===== src/rtl/apb_master_bridge_if.sv =====
// Bundle of the request/response handshake and the APB bus that the bridge sits between.
// The master modport is the bridge's view; the slave modport is the requester plus completers.
interface apb_master_bridge_if #(
    parameter int NUM_SLV = 4
);
    logic                    req_valid;
    logic                    req_write;
    logic [31:0]             req_addr;
    logic [31:0]             req_wdata;
    logic                    req_ready;
    logic                    rsp_valid;
    logic [31:0]             rsp_rdata;
    logic                    rsp_err;

    logic [31:0]             PADDR;
    logic                    PWRITE;
    logic [31:0]             PWDATA;
    logic                    PENABLE;
    logic [NUM_SLV-1:0]      PSEL;
    logic [32*NUM_SLV-1:0]   PRDATA;
    logic [NUM_SLV-1:0]      PREADY;

    modport master (
        input  req_valid, req_write, req_addr, req_wdata, PRDATA, PREADY,
        output req_ready, rsp_valid, rsp_rdata, rsp_err,
               PADDR, PWRITE, PWDATA, PENABLE, PSEL
    );

    modport slave (
        output req_valid, req_write, req_addr, req_wdata, PRDATA, PREADY,
        input  req_ready, rsp_valid, rsp_rdata, rsp_err,
               PADDR, PWRITE, PWDATA, PENABLE, PSEL
    );
endinterface


===== src/rtl/apb_master_bridge.sv =====
// Single-request APB master: decodes a 4 KiB completer slot, runs SETUP/ACCESS with a
// wait-state timeout, and returns a one-cycle response pulse with registered data/error.
module apb_master_bridge #(
    parameter int NUM_SLV = 4,
    parameter int TIMEOUT = 16
) (
    input  logic                 PCLK,
    input  logic                 PRESET,
    apb_master_bridge_if.master  bus
);
    localparam int              CW       = $clog2(TIMEOUT);
    localparam logic [CW-1:0]   CNT_LAST = CW'(TIMEOUT - 1);

    typedef enum logic [1:0] {IDLE, SETUP, ACCESS, RESP} state_t;

    state_t               state_q;
    logic [3:0]           slot_q;
    logic [CW-1:0]        cnt_q;
    logic [31:0]          paddr_q;
    logic                 pwrite_q;
    logic [31:0]          pwdata_q;
    logic                 penable_q;
    logic [NUM_SLV-1:0]   psel_q;
    logic                 rsp_valid_q;
    logic [31:0]          rsp_rdata_q;
    logic                 rsp_err_q;

    logic [3:0]           slot_d;
    logic                 addr_ok_d;
    logic [NUM_SLV-1:0]   psel_d;
    logic                 pready_sel;
    logic [31:0]          prdata_sel;

    // Decode of the incoming request, plus the completer mux for the latched slot.
    always_comb begin
        // NOTE: every output of this block gets a default first, so no latch can be inferred.
        slot_d     = bus.req_addr[15:12];
        addr_ok_d  = (bus.req_addr[31:16] == 16'h1000) && ({1'b0, slot_d} < 5'(NUM_SLV));
        psel_d     = '0;
        pready_sel = 1'b0;
        prdata_sel = '0;
        for (int i = 0; i < NUM_SLV; i++) begin
            if (slot_d == 4'(i)) psel_d[i] = 1'b1;
            if (slot_q == 4'(i)) begin
                pready_sel = bus.PREADY[i];
                prdata_sel = bus.PRDATA[32*i +: 32];
            end
        end
    end

    always_ff @(posedge PCLK or negedge PRESET) begin
        if (!PRESET) begin
            state_q     <= IDLE;
            slot_q      <= '0;
            cnt_q       <= '0;
            paddr_q     <= '0;
            pwrite_q    <= 1'b0;
            pwdata_q    <= '0;
            penable_q   <= 1'b0;
            psel_q      <= '0;
            rsp_valid_q <= 1'b0;
            rsp_rdata_q <= '0;
            rsp_err_q   <= 1'b0;
        end else begin
            // NOTE: non-blocking only; this default turns rsp_valid into a single-cycle pulse.
            rsp_valid_q <= 1'b0;
            case (state_q)
                IDLE: begin
                    if (bus.req_valid) begin
                        if (addr_ok_d) begin
                            paddr_q  <= bus.req_addr;
                            pwrite_q <= bus.req_write;
                            pwdata_q <= bus.req_wdata;
                            slot_q   <= slot_d;
                            psel_q   <= psel_d;
                            state_q  <= SETUP;
                        end else begin
                            rsp_valid_q <= 1'b1;
                            rsp_err_q   <= 1'b1;
                            rsp_rdata_q <= '0;
                            state_q     <= RESP;
                        end
                    end
                end
                SETUP: begin
                    penable_q <= 1'b1;
                    cnt_q     <= '0;
                    state_q   <= ACCESS;
                end
                ACCESS: begin
                    // A ready completer wins even on the last allowed cycle.
                    if (pready_sel || (cnt_q == CNT_LAST)) begin
                        psel_q      <= '0;
                        penable_q   <= 1'b0;
                        rsp_valid_q <= 1'b1;
                        rsp_err_q   <= !pready_sel;
                        rsp_rdata_q <= (pready_sel && !pwrite_q) ? prdata_sel : '0;
                        state_q     <= RESP;
                    end else begin
                        cnt_q <= cnt_q + CW'(1);
                    end
                end
                RESP:    state_q <= IDLE;
                default: state_q <= IDLE;
            endcase
        end
    end

    // Gated with PRESET so the requester sees ready drop the instant reset asserts.
    assign bus.req_ready = (state_q == IDLE) && PRESET;
    assign bus.rsp_valid = rsp_valid_q;
    assign bus.rsp_rdata = rsp_rdata_q;
    assign bus.rsp_err   = rsp_err_q;
    assign bus.PADDR     = paddr_q;
    assign bus.PWRITE    = pwrite_q;
    assign bus.PWDATA    = pwdata_q;
    assign bus.PENABLE   = penable_q;
    assign bus.PSEL      = psel_q;
endmodule


===== src/flat_wrapper.sv =====
// flat-port wrapper written by rule: the top's interface ports become plain ports
module apb_master_bridge_flat 
#(
    parameter int NUM_SLV = 4,
    parameter int TIMEOUT = 16
)
  (PCLK, PRESET, bus_req_valid, bus_req_write, bus_req_addr, bus_req_wdata, bus_PRDATA, bus_PREADY, bus_req_ready, bus_rsp_valid, bus_rsp_rdata, bus_rsp_err, bus_PADDR, bus_PWRITE, bus_PWDATA, bus_PENABLE, bus_PSEL);
  apb_master_bridge_if #(.NUM_SLV(NUM_SLV)) bus_i ();
  input  logic PCLK;
  input  logic PRESET;
  input wire logic [$bits(bus_i.req_valid)-1:0] bus_req_valid;
  input wire logic [$bits(bus_i.req_write)-1:0] bus_req_write;
  input wire logic [$bits(bus_i.req_addr)-1:0] bus_req_addr;
  input wire logic [$bits(bus_i.req_wdata)-1:0] bus_req_wdata;
  input wire logic [$bits(bus_i.PRDATA)-1:0] bus_PRDATA;
  input wire logic [$bits(bus_i.PREADY)-1:0] bus_PREADY;
  output wire logic [$bits(bus_i.req_ready)-1:0] bus_req_ready;
  output wire logic [$bits(bus_i.rsp_valid)-1:0] bus_rsp_valid;
  output wire logic [$bits(bus_i.rsp_rdata)-1:0] bus_rsp_rdata;
  output wire logic [$bits(bus_i.rsp_err)-1:0] bus_rsp_err;
  output wire logic [$bits(bus_i.PADDR)-1:0] bus_PADDR;
  output wire logic [$bits(bus_i.PWRITE)-1:0] bus_PWRITE;
  output wire logic [$bits(bus_i.PWDATA)-1:0] bus_PWDATA;
  output wire logic [$bits(bus_i.PENABLE)-1:0] bus_PENABLE;
  output wire logic [$bits(bus_i.PSEL)-1:0] bus_PSEL;
  assign bus_i.req_valid = bus_req_valid;
  assign bus_i.req_write = bus_req_write;
  assign bus_i.req_addr = bus_req_addr;
  assign bus_i.req_wdata = bus_req_wdata;
  assign bus_i.PRDATA = bus_PRDATA;
  assign bus_i.PREADY = bus_PREADY;
  assign bus_req_ready = bus_i.req_ready;
  assign bus_rsp_valid = bus_i.rsp_valid;
  assign bus_rsp_rdata = bus_i.rsp_rdata;
  assign bus_rsp_err = bus_i.rsp_err;
  assign bus_PADDR = bus_i.PADDR;
  assign bus_PWRITE = bus_i.PWRITE;
  assign bus_PWDATA = bus_i.PWDATA;
  assign bus_PENABLE = bus_i.PENABLE;
  assign bus_PSEL = bus_i.PSEL;
  apb_master_bridge #(.NUM_SLV(NUM_SLV), .TIMEOUT(TIMEOUT)) u_core (.PCLK(PCLK), .PRESET(PRESET), .bus(bus_i));
endmodule

===== config.mk =====
export PLATFORM = sky130hd
export DESIGN_NAME = apb_master_bridge_flat
export DESIGN_NICKNAME = d
export VERILOG_FILES = /design/src/rtl/apb_master_bridge_if.sv /design/src/rtl/apb_master_bridge.sv /design/src/flat_wrapper.sv
export SDC_FILE = /design/constraint.sdc
export NUM_CORES = 1
export LEC_CHECK = 0
export ABC_CLOCK_PERIOD_IN_PS = 2800
export CAP_MARGIN = 25
export CORE_ASPECT_RATIO = 0.8
export CORE_MARGIN = 2
export CORE_UTILIZATION = 39
export DETAILED_ROUTE_END_ITERATION = 8
export PLACE_DENSITY = 0.81
export SKIP_CTS_REPAIR_TIMING = 1
export SYNTH_ARGS = -nofsm -noshare
export SYNTH_HDL_FRONTEND = slang
export SYNTH_SLANG_ARGS = --single-unit

===== constraint.sdc =====
create_clock -name PCLK -period 2.8 [get_ports PCLK]
set_input_delay 0.28 -clock PCLK [delete_from_list [all_inputs] [get_ports PCLK]]
set_output_delay 0.28 -clock PCLK [all_outputs]
set_load 0.01 [all_outputs]

# After elaboration in Yosys (flattened, before gate mapping)
# Cells that the tools add are included.
# word_totals
reg_bits,114
inputBits,200
output_inout_bits,105
elab_cells,83
# classes
add_sub_neg,1
order_cmp,1
n_eq_ne,16
muxes,37
n_reduce_logical,17
# op_table
operator,count
$mux W32,8
$pmux W32 S2,1
$eq A16 B13 Y1 const B,1
$eq A4 B2 Y1 const B,4
$mux W4,4
$pmux W4 S2,2
$mux W1,15
$eq A4 B1 Y1 const B,2
$logic_not A4 Y1,2
$pmux W2 S4,1
$reduce_and A4 Y1,2
$mux W2,3
$ne A2 B2 Y1 const B,3
$pmux W1 S2,3
$reduce_and A2 Y1,3
$add A4 B1 Y4 const B,1
$eq A2 B2 Y1 const B,2
$eq A4 B4 Y1 const B,1
$lt A4 B3 Y1 const B,1
$ne A2 B1 Y1 const B,2
$reduce_bool A2 Y1,2
$logic_and A1 B1 Y1,3
$reduce_and A3 Y1,1
$eq A2 B1 Y1 const B,1
other kinds (3),4

# Logic depth before layout (Yosys ltp)
# Gate-level depths: netlist (run 1).
# logic_depth
depth_word,9
mapped_depth,10
ltp_nobuf,7

# Least setup slack after synthesis (run 1)
# Ideal clock, no wire load.
# synth_path
path_kind,register to register
start,reg u_core.bus.PADDR[13] (netlist name)
end,reg u_core.psel_q[0] (netlist: u_core.bus.PSEL[0])
setup_ns,0.128
t_arrival_ns,2.005
required_time_ns,2.672
setup_slack_ns,0.668
stages_incl_launch_ff,8
n_path_buf,2
synth_period_minus_slack_ns,2.132
path_cell_list,dfrtp_1 buf_4 or3_1 buf_2 o22a_1 o21ai_4 o221ai_2 mux2_1
# synth_lines
item,line,rtl
"end signal, assigned",apb_master_bridge.sv:75,psel_q <= psel_d;
"end, declared",apb_master_bridge.sv:23,logic [NUM_SLV-1:0] psel_q;

==> parameters.txt, run 1 <==
Parameter                              Value

Final layout
  Number of diodes added for antenna fixing ... 0
  Number of fillers in the final layout ... 1045
  Non-Filler Instances ... 943
  Commonest non-fill, non-tap cell in the layout ... clkdlybuf4s50_1
  Post-route design area ... 9010 um^2
  Core occupancy in the finished layout ... roughly 66%
  Area grow syn2layout ... 65.2%
  Count of nets after finishing ... 961
  Most frequent cells in the layout ... 303 x clkdlybuf4s50_1, 109 x dfrtp_1, 79 x mux2_2, 33 x mux2i_1, 22 x nor2_1
  Share of final-layout standard cells stronger than drive strength 1 ... 16.1%

Critical path
  Data required time of the worst path ... roughly 3100 ps
  Delay-heaviest family, CP ... simple AND/OR/NAND/NOR gates
  Longest individual stage delay on the worst path ... 570 ps
  Sequence of cells on the critical path ... or3_1 -> o22a_1 -> nor4_4 -> buf_4 -> o221ai_1 -> o21ai_1
  Biggest fanout along the worst timing path ... 32
  Critical path buffers and inverters ... 1
  CP max stage cell ... or3_1
  Crit path launch type ... flip-flop
  Critical path class ... reg2reg
  Crit end category ... flip-flop
  Crit path DAT ... 2690 ps

Synth
  Mean instance size in the synthesized netlist ... 11.8 um^2
  Top-area cell type share of the netlist area ... 50.5%
  Share of synthesized area occupied by flip-flops and latches ... 50.5%
  Cell accounting for the most synthesized area ... dfrtp_1
  Total number of yosys warnings ... 0
  Flip-flop and latch count after synthesis ... 110
  Post-synthesis cell type count ... 50
  Mapped Area ... around 5500 um^2
  Mapped Cells ... around 460
  Leading post-synthesis cells by cell area ... dfrtp_1 51%, mux2_2 16%, mux2i_1 6.1%, o221ai_1 2.7%, o211ai_1 2.2%
  Count of flip-flops with a built-in enable after synthesis ... 0
  Fraction of synthesis flops using an asynchronous set or reset pin ... 100%
  Synthesized Nets ... 666
  Most used flip-flop cell after synthesis ... dfrtp_1

Floorplanning
  Area of the die ... 14900 um^2
  Die width ... 136 um
  Number of cell rows ... 38
  Core Footprint ... around 14000 um^2
  IO Count ... 305
  Effective utilization at floorplan ... 40.1%
  Overall die height ... 110 um

Placed design
  Number of buffer cells added on primary ports ... 304
  Half-perimeter wire length after detailed placement ... around 14000 um
  Post-Place Setup Slack ... 369 ps
  Placer's final routability congestion estimate ... 0.882
  Cell Area, Placed ... a little under 9000 um^2
  Cells after DPL ... 926

Clock tree
  Clock sinks ... 110
  Worst-skew pair later-pin latency ... 350 ps
  Deepest clock path buffer count ... 2
  Clock root buffer ... clkbuf_16
  Clk pin slew, worst setup/hold paths ... 90 ps
  Number of buffers created by CTS ... 9
  Deepest level of the CTS H-tree ... 3
  Clock tree from TritonCTS ... done

Timing
  Final WS setup ... 379 ps
  Unrepaired setup endpoints after global routing ... no
  Final setup TNS ... 0 ps
  Final count of hold timing violations ... 0
  Relative slew margins ... 47.9%
  Min Clock Period, post-route ... 2420 ps
  Upper clock frequency limit ... 413 MHz
  # setup viols final ... 0
  Worst clock skew ... 12.4 ps
  Least-Margin Pin Slew ... slightly below 800 ps
  Total count of max-transition violations in the final report ... 0
  Crit share post-route ... 86.5%

Global routing
  Largest net degree at the start of global routing ... 53
  Global route overflow ... 0
  Overall routing resource usage ... 23.0%
  Vias in the first global route ... 5156
  First-pass GRT wire length ... 26600 um
  Antenna violations before repair ... 0

Detailed routing
  Via count ... 4833
  Initial DRC Count ... 175
  Routed length per instance ... 18.4 um
  Mean number of vias per cell ... 5.13
  DRC violation count after routing ... 0
  1st-pass router iterations ... 4
  Routed wire length ... 17400 um
  Final antenna-violating net count ... 0

Power and ir drop
  Worst IR Drop VDD ... roughly 0.00036 V
  Leak pwr ... approximately 0.0037 uW
  Power density over cell area ... 596 nW/um^2

Job
  Number of max-capacitance violations reported ... 0

Hold path
  Worst min-delay path class ... in2async

Outcome
  Status ... finished, final reports clean
[final timing paths]
check                                startpoint                  endpoint  slack (ps)  depth (start not counted)
max                        u_core.bus.PADDR[15]  u_core.bus.rsp_rdata[30]         380                          6
min                                      PRESET      u_core.bus.PWDATA[9]         320                          2
max reg2reg                u_core.bus.PADDR[15]  u_core.bus.rsp_rdata[30]         380                          6
min reg2reg                u_core.bus.PADDR[28]      u_core.bus.PADDR[28]         480                          1
max in group asynchronous                PRESET  u_core.bus.rsp_rdata[12]        1550                          3
min in group PCLK          u_core.bus.PADDR[28]      u_core.bus.PADDR[28]         480                          1
[layout make-up]
type / count / area [um^2] / area share (%)
multi-input cells: 296 / 2440 / 27.1
inverters: 22 / 82.6 / 0.917
repair buffers: 319 / 3180 / 35.3
clock inverters: 7 / 93.8 / 1.04
well taps: 180 / 225 / 2.50
clock buffers: 9 / 225 / 2.50
flip-flops and latches: 110 / 2750 / 30.6
[sequential cells by signal, indices dropped and copies added (netlist names)]
signal and flops:
u_core.cnt_q 4, u_core.bus.PWRITE 1, u_core.bus.PADDR 32, u_core.bus.PSEL 4, u_core.bus.PENABLE 1, u_core.bus.rsp_rdata 32, u_core.state_q 2, u_core.bus.rsp_valid 1
u_core.bus.PWDATA 32, u_core.bus.rsp_err 1
[worst register-to-register path, stage by stage (launching register included)]
cell and delay, ps:
dfrtp_1 430, or3_1 570, o22a_1 360, nor4_4 220, buf_4 360, o221ai_1 240
o21ai_1 180
[power breakdown]
part,switching [uW],total (uW),internal [uW]
combinational,955,2030,1080
clock,667,1320,653
sequential,152,2010,1860
total,1770,5370,3590
[cells in the mapped netlist, types with 3 or more instances]
library cell / instances
a21oi_1: 5
o211ai_1: 16
nand2_1: 9
o22ai_1: 18
ha_1: 3
o21ai_0: 17
nor4_1: 3
clkbuf_1: 14
mux2i_1: 33
mux2_2: 79
inv_1: 21
mux2_1: 4
nor2_1: 22
o21ai_1: 17
dfrtp_1: 110
nor2b_1: 17
buf_2: 14
o221ai_1: 17
buf_4: 3
nand3_1: 7
[metal layers]
metal  wire, um  global-route usage [%]  vias up
met2       9020                    42.0      174
met1       6770                    26.4     2367
met5          0                       0        -
met4        342                    6.70        0
met3       1220                    6.59       23
li1           -                       -     2269
[cells by family after synthesis]
family	Yosys count	synth area share, %
and+or+nand+nor	74	7.76
AOI/OAI and AO/OA	103	13.1
DFF	110	50.5
muxes	116	23.2
adders and majority gates	3	0.689
buffers and inverters	57	4.73
[stage by stage]
stage | power [uW] | hold WS [ps]
finish | 5370 | 322
global route | 5670 | 331
CTS | 5430 | -233
detailed placement | 4100 | 150
global placement | 4010 | 143
floorplan | 3010 | -15.6
(Power assumes the default switching activity.)
==> run 2: changes to the inputs <==
Settings changed: CORE_MARGIN 2 to 3, GPL_ROUTABILITY_DRIVEN from default to 0.
==> parameters.txt, run 2 (synthesis results as in run 1) <==
Parameter                              Value

Floorplanning
  Overall die height ... 112 um (+1.8%)
  Core Footprint ... 13200 um^2 (-2.6%)
  Effective utilization at floorplan ... 41.2% (+1.1 points)
  IO Count ... 305 (unchanged)
  Area of the die ... 15400 um^2 (+3.3%)
  Die width ... 138 um (+1.5%)
  Number of cell rows ... 37 (-2.6%)

Detailed routing
  Via count ... 4890 (+1.2%)
  Post-route met1 wirelength ... 7300 um (+7.8%)
  DRC violation count after routing ... 0 (unchanged)
  Initial DRC Count ... 227 (+30%)
  Routed length per instance ... 19.8 um (+7.8%)
  1st-pass router iterations ... 4 (unchanged)
  Final antenna-violating net count ... 0 (unchanged)
  Mean number of vias per cell ... 5.22 (+1.9%)
  Routed wire length ... 18600 um (+7.0%)
  Wire length on met3 ... 1680 um (+38%)
  WL met2 ... 9260 um (+2.6%)
  Uppermost layer routed ... met4

Critical path
  Critical register-to-register path endpoint ... u_core.bus.rsp_rdata[18]
  Sequence of cells on the critical path ... or3_1 -> o22a_1 -> nor4_4 -> buf_4 -> o221ai_1 -> o21ai_1
  Critical path buffers and inverters ... 1 (unchanged)
  Longest individual stage delay on the worst path ... 590 ps (+20 ps)
  Reg-to-reg slack, setup ... 300 ps (-80 ps)
  Crit path launch type ... flip-flop
  Data required time of the worst path ... 3070 ps (about the same)
  Critical path class ... reg2reg
  First element of the critical path ... u_core.bus.PADDR[15]
  CP max stage cell ... nor4_4
  Depth of the most critical reg-to-reg path ... 6 (unchanged)
  Reg-to-reg startpoint ... u_core.bus.PADDR[15]
  Biggest fanout along the worst timing path ... 22 (-31%)
  Crit end category ... flip-flop
  Crit path DAT ... 2770 ps (+80 ps)
  Delay-heaviest family, CP ... simple AND/OR/NAND/NOR gates

Final layout
  FF/Latch Area ... 2750 um^2 (unchanged)
  Area used by multi-input combinational logic ... 2440 um^2 (unchanged)
  Commonest non-fill, non-tap cell in the layout ... clkdlybuf4s50_1
  Share of final-layout standard cells stronger than drive strength 1 ... 16.0% (-0.089 points)
  Number of fillers in the final layout ... 1024 (-2.0%)
  Number of diodes added for antenna fixing ... 0 (unchanged)
  Most frequent cells in the layout ... 303 x clkdlybuf4s50_1, 109 x dfrtp_1, 79 x mux2_2, 33 x mux2i_1, 22 x nor2_1
  Count of nets after finishing ... 959 (-0.21%)
  Area grow syn2layout ... 64.7%

Clock tree
  Deepest clock path buffer count ... 2 (unchanged)
  Clock sinks ... 110 (unchanged)
  Deepest level of the CTS H-tree ... 3 (unchanged)
  Clk pin slew, worst setup/hold paths ... 80 ps (about the same)
  Clock root buffer ... clkbuf_16
  Worst-skew pair later-pin latency ... 360 ps (about the same)
  Clock tree from TritonCTS ... done
  Number of buffers created by CTS ... 9 (unchanged)

Power and ir drop
  Worst IR Drop VDD ... 0.000491 V (+37%)
  Leak pwr ... 0.00373 uW (-0.14%)
  Power density over cell area ... 609 nW/um^2 (+2.1%)

Placed design
  Number of buffer cells added on primary ports ... 304 (unchanged)
  Half-perimeter wire length after detailed placement ... 14200 um (+4.6%)

Timing
  Smallest hold slack ... 131 ps (-191 ps)
  Upper clock frequency limit ... 400 MHz (-3.0%)
  Min Clock Period, post-route ... 2500 ps (+76.0 ps)
  Least-Margin Pin Slew ... 722 ps (-57.6 ps)
  Final count of hold timing violations ... 0 (unchanged)
  Total count of max-transition violations in the final report ... 0 (unchanged)
  Worst clock skew ... 14.5 ps (+2.13 ps)
  Final setup TNS ... 0 ps (unchanged)
  Crit share post-route ... 89.2% (+2.7 points)
  Relative slew margins ... 51.7% (+3.8 points)
  Unrepaired setup endpoints after global routing ... no
  # setup viols final ... 0 (unchanged)

Global routing
  First-pass GRT wire length ... 28900 um (+8.8%)
  Vias in the first global route ... 5268 (+2.2%)
  Largest net degree at the start of global routing ... 66 (+25%)
  Overall routing resource usage ... 23.3% (+0.29 points)
  Global route overflow ... 0 (unchanged)
  Antenna violations before repair ... 0 (unchanged)

Hold path
  Worst min-delay path class ... in2async

Outcome
  Status ... finished, final reports clean

Job
  Number of max-capacitance violations reported ... 0 (unchanged)
[run 2: report_power, final]
group          internal [uW]  switching (uW)
clock network            744             637
logic                   1080             979
registers               1860             162
[run 2: final cells by class]
type / instances / share of cell area [%]
Multi-Input combinational cell: 296 / 27.2
Clock inverter: 6 / 0.962
Sequential cell: 110 / 30.7
Inverter: 22 / 0.920
Tap cell: 175 / 2.44
Clock buffer: 10 / 2.66
Timing Repair Buffer: 317 / 35.1
[run 2: worst max-delay path by stage]
stage                          endpoint  cells past startpoint
2_1_floorplan        u_core.bus.PSEL[0]                      7
3_3_place_gp   u_core.bus.rsp_rdata[17]                      7
3_5_place_dp    u_core.bus.rsp_rdata[8]                      7
4_1_cts        u_core.bus.rsp_rdata[16]                      6
5_1_grt         u_core.bus.rsp_rdata[8]                      6
6_report       u_core.bus.rsp_rdata[18]                      6
[run 2: metrics by stage]
step           std cells  worst slack (ps)  util, %  area, um^2  total power [uW]
4_1_cts              936               275     67.8        8980              5510
6_report             936               303     67.8        8980              5460
2_1_floorplan        463               668        -        5450              3010
5_1_grt              936               142     67.8        8980              5730
3_3_place_gp         920               350     65.3        8650              4030
3_5_place_dp         920               249     65.3        8650              4110
[run 2: layer usage]
metal	track usage [%]	up-vias
li1	-	2277
met1	26.7	2365
met2	40.1	227
met3	9.92	21
met4	6.65	0
met5	0	-
